### src/rtl/vga_timing_gen.sv
// vga_timing_gen: pixel/line/frame counters with registered active-area flags and wrap pulses.
// The flags are decoded from the next-state counters so they always match the registered counts.
module vga_timing_gen #(
    parameter int XWIDTH = 10,
    parameter int YWIDTH = 10,
    parameter int HACT   = 640,
    parameter int HTOTAL = 800,
    parameter int VACT   = 480,
    parameter int VTOTAL = 525
) (
    input  logic              PixelClk,
    input  logic              RstN,
    input  logic              Enable,
    output logic [XWIDTH-1:0] PixelCnt,
    output logic [YWIDTH-1:0] LineCnt,
    output logic              IsActHorz,
    output logic              IsActVert,
    output logic              LineStart,
    output logic              FrameStart,
    output logic [7:0]        FrameCnt
);
    if (HACT <= 0 || HACT >= HTOTAL || longint'(HTOTAL) > (longint'(1) << XWIDTH)) begin : g_bad_h
        $error("vga_timing_gen: illegal horizontal parameters");
    end
    if (VACT <= 0 || VACT >= VTOTAL || longint'(VTOTAL) > (longint'(1) << YWIDTH)) begin : g_bad_v
        $error("vga_timing_gen: illegal vertical parameters");
    end

    localparam logic [XWIDTH-1:0] H_LAST = XWIDTH'(HTOTAL - 1);
    localparam logic [XWIDTH-1:0] H_ACT  = XWIDTH'(HACT);
    localparam logic [YWIDTH-1:0] V_LAST = YWIDTH'(VTOTAL - 1);
    localparam logic [YWIDTH-1:0] V_ACT  = YWIDTH'(VACT);

    logic [XWIDTH-1:0] pix_q, pix_d;
    logic [YWIDTH-1:0] line_q, line_d;
    logic [7:0]        frame_q, frame_d;
    logic              act_h_q, act_h_d, act_v_q, act_v_d;
    logic              line_start_q, line_start_d, frame_start_q, frame_start_d;
    logic              wrap_h, wrap_v;

    always_comb begin
        wrap_h        = Enable && (pix_q == H_LAST);
        wrap_v        = wrap_h && (line_q == V_LAST);
        pix_d         = Enable ? (wrap_h ? '0 : pix_q + XWIDTH'(1)) : pix_q;
        line_d        = wrap_h ? (wrap_v ? '0 : line_q + YWIDTH'(1)) : line_q;
        frame_d       = wrap_v ? frame_q + 8'd1 : frame_q;
        act_h_d       = pix_d < H_ACT;
        act_v_d       = line_d < V_ACT;
        line_start_d  = wrap_h;
        frame_start_d = wrap_v;
    end

    always_ff @(posedge PixelClk or negedge RstN) begin
        if (!RstN) begin
            pix_q         <= '0;
            line_q        <= '0;
            frame_q       <= '0;
            act_h_q       <= 1'b1;
            act_v_q       <= 1'b1;
            line_start_q  <= 1'b0;
            frame_start_q <= 1'b0;
        end else begin
            pix_q         <= pix_d;
            line_q        <= line_d;
            frame_q       <= frame_d;
            act_h_q       <= act_h_d;
            act_v_q       <= act_v_d;
            line_start_q  <= line_start_d;
            frame_start_q <= frame_start_d;
        end
    end

    assign PixelCnt   = pix_q;
    assign LineCnt    = line_q;
    assign FrameCnt   = frame_q;
    assign IsActHorz  = act_h_q;
    assign IsActVert  = act_v_q;
    assign LineStart  = line_start_q;
    assign FrameStart = frame_start_q;
endmodule

### config.mk
export PLATFORM = sky130hd
export DESIGN_NAME = vga_timing_gen
export DESIGN_NICKNAME = d
export VERILOG_FILES = /design/src/rtl/vga_timing_gen.sv
export SDC_FILE = /design/constraint.sdc
export NUM_CORES = 1
export LEC_CHECK = 0
export ABC_CLOCK_PERIOD_IN_PS = 1750
export CORE_MARGIN = 1.5
export CORE_UTILIZATION = 46
export CTS_BUF_LIST = sky130_fd_sc_hd__clkbuf_4 sky130_fd_sc_hd__clkbuf_8
export DETAILED_ROUTE_END_ITERATION = 8
export PLACE_DENSITY = 0.82
export SYNTH_ARGS = -nofsm -noshare
export SYNTH_HDL_FRONTEND = slang
export SYNTH_SLANG_ARGS = --single-unit
### constraint.sdc
create_clock -name PixelClk -period 1.75 [get_ports PixelClk]
set_clock_uncertainty 0.05 [all_clocks]
set_input_delay 0.35 -clock PixelClk [delete_from_list [all_inputs] [get_ports PixelClk]]
set_output_delay 0.35 -clock PixelClk [all_outputs]
set_load 0.01 [all_outputs]
==> results of run 1 <==
==> placed cells by master (no fill, tap or decap), types with 3 or more instances in the layout <==
cell and count:
sky130_fd_sc_hd__inv_1 6, sky130_fd_sc_hd__nor2_1 9, sky130_fd_sc_hd__clkdlybuf4s50_1 12, sky130_fd_sc_hd__and3_1 4, sky130_fd_sc_hd__xnor2_1 12, sky130_fd_sc_hd__ha_1 3
sky130_fd_sc_hd__dlygate4sd2_1 20, sky130_fd_sc_hd__buf_4 42, sky130_fd_sc_hd__o21ai_0 4, sky130_fd_sc_hd__xor2_1 10, sky130_fd_sc_hd__dfrtp_1 29, sky130_fd_sc_hd__nand4_1 9
sky130_fd_sc_hd__nand2_1 11, sky130_fd_sc_hd__clkbuf_4 5
==> through the flow <==
stage | util (%) | power (mW)
after global placement | 68.2 | 1.37
after floorplan | - | 1.08
after CTS | 72.4 | 1.93
after detailed placement | 68.2 | 1.39
after global routing | 75.5 | 2.02
final | 75.5 | 1.93
==> power by group through the flow <==
stage	sequential (mW)	combinational, mW	clock [mW]
final	0.855	0.504	0.572
after global routing	0.864	0.553	0.604
after CTS	0.854	0.496	0.576
after detailed placement	0.870	0.520	0
after global placement	0.866	0.502	0
after floorplan	0.943	0.132	0
==> area by class of cell <==
class	instances	area (um2)
Sequential cell	32	805
Fill cell	223	761
Multi-Input combinational cell	92	718
Timing Repair Buffer	78	658
Tap cell	44	55.1
Clock inverter	3	42.5
Clock buffer	5	37.5
Inverter	7	26.3
==> flip-flops by register name (all words and copies together), names as in the netlist <==
signal	flops
LineStart	1
LineCnt	10
IsActVert	1
PixelCnt	10
FrameStart	1
FrameCnt	8
IsActHorz	1
==> worst paths after layout <==
path                                   from     endpoint  slack [ns]  cells past startpoint
worst min register to register  FrameCnt[7]  FrameCnt[7]        0.44                      1
max in group asynchronous              RstN    IsActHorz        0.98                      2
min in group PixelClk                Enable  PixelCnt[1]        0.37                      3
worst max-delay path            PixelCnt[6]    IsActVert       -0.11                      6
worst max register to register  PixelCnt[6]    IsActVert       -0.11                      6
worst min-delay path                   RstN  FrameCnt[2]        0.32                      2
==> timing repair <==
item	4_1_cts	5_1_grt
pin swaps	5	9
hold buffers	0	0
buffers inserted	7	8
resized for setup	24	11
endpoints found under the setup margin	35	19
==> layer usage <==
metal / global-route usage (%) / vias up / share of wire [%]
met3: 7.68 / 13 / 4.9
met4: 12.1 / 0 / 3.4
met5: 0 / - / 0
met2: 39.5 / 45 / 52
li1: - / 628 / -
met1: 25.3 / 669 / 40
==> critical path: stages, from the launching register on <==
cell and delay [ns]:
sky130_fd_sc_hd__dfrtp_1 0.40, sky130_fd_sc_hd__nand4bb_4 0.25, sky130_fd_sc_hd__nor4b_4 0.24, sky130_fd_sc_hd__buf_4 0.19, sky130_fd_sc_hd__nand4_1 0.13, sky130_fd_sc_hd__xor2_1 0.18, sky130_fd_sc_hd__o32a_1 0.34
==> logic make-up after synthesis <==
logic type,Yosys count,share of synthesized area [%]
simple gates,53,21.4
flops,32,52.5
xor+xnor,22,12.6
fa+ha+maj,4,3.27
compound gates,11,4.34
mux,2,1.47
buf+inv,11,4.42
==> results.txt, run 1 <==
The flow ran to the end, but the final reports show violations. The checks that failed: setup timing. The overall die height came out at ~61 um.

The boundary pin count is 35. In this run the tool buffered the top-level ports with 34 buffer cells. The net switching power of the design is ~0.56 mW. The minimum period implied by the final worst setup slack is 1.86 ns. The data arrival time of the critical path is around 2.1 ns. The final-stage net count came out at around 220.

The placement row count is 20. The number of non-filler instances in the completed layout came out at approximately 260. The setup TNS after final layout came out at -0.524 ns.

The via count of the first global-routing pass came out at about 1300. The detailed-placement wirelength estimate is approximately 2600 um. The area of all placed cells without fillers is 2340 um2. The maximum fanout along the worst path is 7. The proportion of layout cells with a drive suffix above 1 came out at ~32%.

The tool flagged a number of max-cap violations equal to 0. The static leakage power is 1.18 nW. The transition time at the pin with the least slew margin is about 0.41 ns.

The floorplan step defined a die boundary enclosing about 3700 um2. The total CTS buffers is 5. The synthesized netlist contains 34 unique library cells.

For this run, the leading register cell type out of synthesis is sky130_fd_sc_hd__dfrtp_1. The top cell type's share of synthesized area is 49.1%. The category of the worst setup path launch point is a register. The floorplan core area came out at around 3100 um2. The min-delay analysis places its worst path in the category in -> async.

After the first detailed-routing iteration, the DRC count stood at 68. The total via count after detailed routing is approximately 1400. The pre-antenna-repair detailed-routing pass consisted of 4 iterations. The clock sink count came out at 32. The wire length of the first global-routing pass is about 6000 um. The cell count after synthesis came out at approximately 140. Synthesis inferred 32 register bits.

The final count of pins violating max slew came out at 0. Entering global routing, the biggest net connects 33 pins. The die width is just over 60 um. The detailed-route wire length per cell came out at approximately 16 um. The clock insertion delay at the later pin of the skew report came out at 0.36 ns.

Ranked by instance count, the synthesized netlist is headed by sky130_fd_sc_hd__dfrtp_1, sky130_fd_sc_hd__xnor2_1, sky130_fd_sc_hd__nand2_1. The remaining antenna violation count after routing came out at 0. The cell taking the most area after synthesis is sky130_fd_sc_hd__dfrtp_1. The per-instance average area after synthesis came out at between 10 and 15 um2. The mean number of vias per cell came out at between 5 and 6.

The number of nets handed over by synthesis was between 100 and 150. The internal portion of total power came out at between 1 and 1.5 mW. The worst slew margin relative to its limit is 72.9%. The worst path uses 107% of the clock period. Ranked by total cell area, the synthesized netlist is headed by sky130_fd_sc_hd__dfrtp_1, sky130_fd_sc_hd__xnor2_1, sky130_fd_sc_hd__xor2_1. The sequential share of the synthesized area is a little over half. The total overflow left after global routing is 0. The initial core utilization came out at 49.3%.

The overall routed net length is 4060 um. Summing all placed instances gives a cell area of between 2000 and 2500 um2. The final weighted congestion in routability-driven placement came out at between 0.8 and 0.9. TritonCTS built the clock tree. Across all hold checks on the routed design, the worst slack comes to about 0.32 ns.

The clock edge transition at the registers on the reported setup and hold paths came out at 0.12 ns. At the worst endpoint, the required time is 1.98 ns. Compared with the post-synthesis result, the final layout area differs by 53.2%.

Dividing total power by cell area gives a power density of slightly above 800 nW/um2. The overall track demand over capacity in global routing came out at between 20% and 30%. The summed instance area of the synthesized netlist came out at 1530 um2. The share of synthesized registers carrying an async set or reset is between 90% and 100%. The switching portion of total power came out at between 20% and 30%. Combinational cells account for about a quarter of the total power.

The total count of hold-check failures in the final report came out at 0. The critical path in this run is classified as reg -> reg. The clock power share came out at between 20% and 30%. The count of final setup violators is 7.

The worst vdd rail ir drop is around 990 uV. The synthesized design contains 0 enable-type register cells. The most common cell in the synthesized netlist is sky130_fd_sc_hd__dfrtp_1. The initial antenna violation count is 0.

The root buffer cell is sky130_fd_sc_hd__clkbuf_4. Once placement completed, the tool counted placed cells totaling between 200 and 250. Once routing completed, OpenROAD measured the worst setup slack at -0.114 ns. The buffer depth of the longest clock path is 2.

The endpoint type of the worst setup path is a register. In the routed design, unresolved DRC markers number 0. The worst setup slack before clock tree synthesis came out at -0.470 ns. The maximum achievable frequency came out at between 500 and 600 MHz.

Setup repair after global routing could not meet its margin everywhere. In this run the number of H-tree levels came out at 2. The repair_antennas step left the layout with diodes totalling 0.

The register share of total power came out at between 40% and 50%. The count of warnings emitted by yosys is 0.
Power figures use the tool's default switching activity.
==> inputs of run 2 (changes only) <==
--- a/config.mk
+++ b/config.mk
@@ -6,10 +6,12 @@
 export NUM_CORES = 1
 export LEC_CHECK = 0
 export ABC_CLOCK_PERIOD_IN_PS = 1750
+export CAP_MARGIN = 0
 export CORE_MARGIN = 1.5
 export CORE_UTILIZATION = 46
 export CTS_BUF_LIST = sky130_fd_sc_hd__clkbuf_4 sky130_fd_sc_hd__clkbuf_8
 export DETAILED_ROUTE_END_ITERATION = 8
+export GPL_TIMING_DRIVEN = 0
 export PLACE_DENSITY = 0.82
 export SYNTH_ARGS = -nofsm -noshare
 export SYNTH_HDL_FRONTEND = slang
==> run 2 against run 1 <==
The run ends with hold timing, setup timing left. Global-route usage down 1.8 points. First-iteration DRC count up 53%. Setup slack worse by 0.0011 ns. Final area up 2.4%. Die area unchanged. Routed wire length down 1.3%. Register-to-register slack about the same. Sequential power up 8.0%. Maximum frequency about the same. Non-clock buffer count down 4. Utilization up 1.8 points. Largest power group unchanged.
==> results.txt, run 2 (synthesized netlist as in run 1, its figures left out) <==
Traced cell by cell, the critical path runs through or3_4, nor4_4, and2_4, buf_6, nand4_1, xnor2_1. The residual overflow from global routing is 0. The pin count of the biggest net entering global routing came out at 33.

The checks that failed: hold timing, setup timing. The initial antenna violation count was 0. The number of levels in the clock H-tree is 2.

The detailed-placement wirelength estimate is between 2000 and 2500 um. The final clock period utilization by the worst path came out at 107%. The worst slack on hold paths came out at -0.0267 ns. Setup repair after global routing could not meet its margin everywhere. The layout overhead on the synthesized area came out at 56.9%.

The via count of the first global-routing pass came to 1361. The final-stage net count is between 200 and 250. The die area came out at around 3700 um2.

Counting I/O delays and the setup requirement, the final critical path takes about 1.9 ns. The cell depth of the worst setup path came out at 6. The CTS tree is yes. In the final layout, the share of cells above drive strength 1 is a little over a third.

The slack of the critical path is -0.115 ns. The biggest cell delay along the critical path is approximately 0.42 ns. The critical path data required time is slightly below 2 ns. Input and output buffers added on the ports amount to 34.

The flow ran to the end, but the final reports show violations. The cell family contributing the most delay on the critical path is simple AND/OR/NAND/NOR gates. The static leakage power came out at 1.17 nW. The clock sink count came out at 32. The number of max-cap violations is 0. The number of buffers and inverters on the critical path is 1. The overall die height came out at 60.7 um. The number of DRC violations after detailed routing is 0. The number of violations reported at the end of detailed-routing iteration 0 is around 100.

After detailed placement, the design holds a cell count of 213. The endpoint type of the worst setup path is a register. The floorplan core area came out at roughly 3100 um2. The worst setup path is launched from a register. Once the floorplan was initialized, standard cells occupied between 40% and 50% of the core.

The area of placed instances came out at between 1500 and 2000 um2. The clock insertion delay at the later pin of the skew report came out at around 0.36 ns. The final weighted congestion in routability-driven placement came out at 0.886. The final count of pins violating max slew came to 0.

The overall track demand over capacity in global routing is 21.2%. The number of inserted diodes came out at 0. The finished layout holds between 200 and 300 standard cells, fillers aside. Setup violations remaining at the end of the flow were counted as 21.

After clock tree synthesis, the clock-pin slew on the worst setup and hold paths is around 0.11 ns. In this run the horizontal extent of the chip is slightly above 60 um. After filler insertion, the fill cell instance count of the layout stands at ~210. The count of nets left with antenna violations once routing finished came out at 0. The total via count after detailed routing is between 1000 and 1500.

The total count of hold-check failures in the final report came out at 30. The overall power came out at just under 2 mW. The maximum fanout along the worst path is 5. The worst slew margin relative to its limit came out at a little over half. The cell area power density is around 800 nW/um2.

The total CTS buffers is 5. The tree is rooted in a sky130_fd_sc_hd__clkbuf_4. The overall routed net length is 4010 um. The library cells used most frequently in the layout, excluding fill and tap cells, are sky130_fd_sc_hd__buf_4, sky130_fd_sc_hd__dfrtp_1, sky130_fd_sc_hd__clkdlybuf4s50_1. On the critical path, the stage with the largest delay is an instance of sky130_fd_sc_hd__dfrtp_1. The boundary pin count is 35. The maximum achievable frequency came out at 536 MHz. The cell count of the worst reg-to-reg path came out at 6. The worst vdd rail ir drop came out at 1040 uV.

The initialized floorplan defines 20 standard-cell rows. By startpoint and endpoint, the worst setup path is classified as reg -> reg. The first global-routing pass estimated 5620 um of wire.

The worst setup slack before clock tree synthesis came out at -0.645 ns. The min-delay analysis places its worst path in the category in -> async. The most common cell after layout, fill and taps aside is sky130_fd_sc_hd__buf_4. Once layout is done, the placed cells without fillers occupy roughly 2400 um2. Data arrives at the worst endpoint at roughly 2.1 ns. The buffer depth of the longest clock path is 2.

The transition time at the pin with the least slew margin came out at 0.689 ns. The number of detailed-route iterations in the first pass is 4. The mean number of vias per cell is approximately 5.2. Dividing the detail-routed wire length by the instance count gives 15.6 um.
run 2: cell count changes in the layout (fill, tap and decap cells not counted), sizes merged:
cell,delta
dlygate4sd2,-10
buf,-3
clkdlybuf4s50,+5
dlymetal6s2s,+4
run 2: layout make-up:
class / instances / area (um2) / share of cell area [%]
flip-flops and latches: 32 / 813 / 33.9
inverters: 7 / 26.3 / 1.10
multi-input cells: 92 / 743 / 31.0
repair buffers: 71 / 647 / 27.0
clock inverters: 3 / 42.5 / 1.77
plain buffers: 3 / 33.8 / 1.41
well taps: 44 / 55.1 / 2.30
clock buffers: 5 / 37.5 / 1.56
run 2: through the flow:
stage	util, %	TNS (ns)
final	77.3	-1.29
after global routing	77.3	-2.48
after global placement	62.5	-20.69
after floorplan	-	-0.246
after detailed placement	62.5	-21.24
after CTS	72.1	-1.37
run 2: final timing paths:
check / endpoint / from / slack, ns
min in group PixelClk: FrameCnt[7] / FrameCnt[7] / 0.47
worst min register to register: FrameCnt[7] / FrameCnt[7] / 0.47
worst max-delay path: FrameCnt[4] / LineCnt[7] / -0.12
worst max register to register: FrameCnt[4] / LineCnt[7] / -0.12
worst min-delay path: FrameCnt[4] / RstN / -0.03
max in group asynchronous: FrameCnt[0] / RstN / 1.18
run 2: timing repair:
item                                    in CTS  in global routing
gates resized for setup                     27                 22
pin swaps                                    9                 17
hold buffers                                 0                  0
setup buffers                               23                 14
endpoints found under the setup margin      38                 39
endpoints found under the hold margin        0                  0
run 2: metal layers:
metal	share of wire (%)	vias to the layer above	track usage (%)
met5	0	-	0
met4	2.3	0	10.6
met3	5.5	10	7.68
met2	50	49	37.2
met1	42	668	22.5
li1	-	621	-
run 2: power by group:
group | switching (mW) | internal (mW) | leakage [nW]
clock network | 0.276 | 0.297 | 0.0412
registers | 0.105 | 0.817 | 0.404
logic | 0.189 | 0.253 | 0.726
total | 0.571 | 1.37 | 1.17
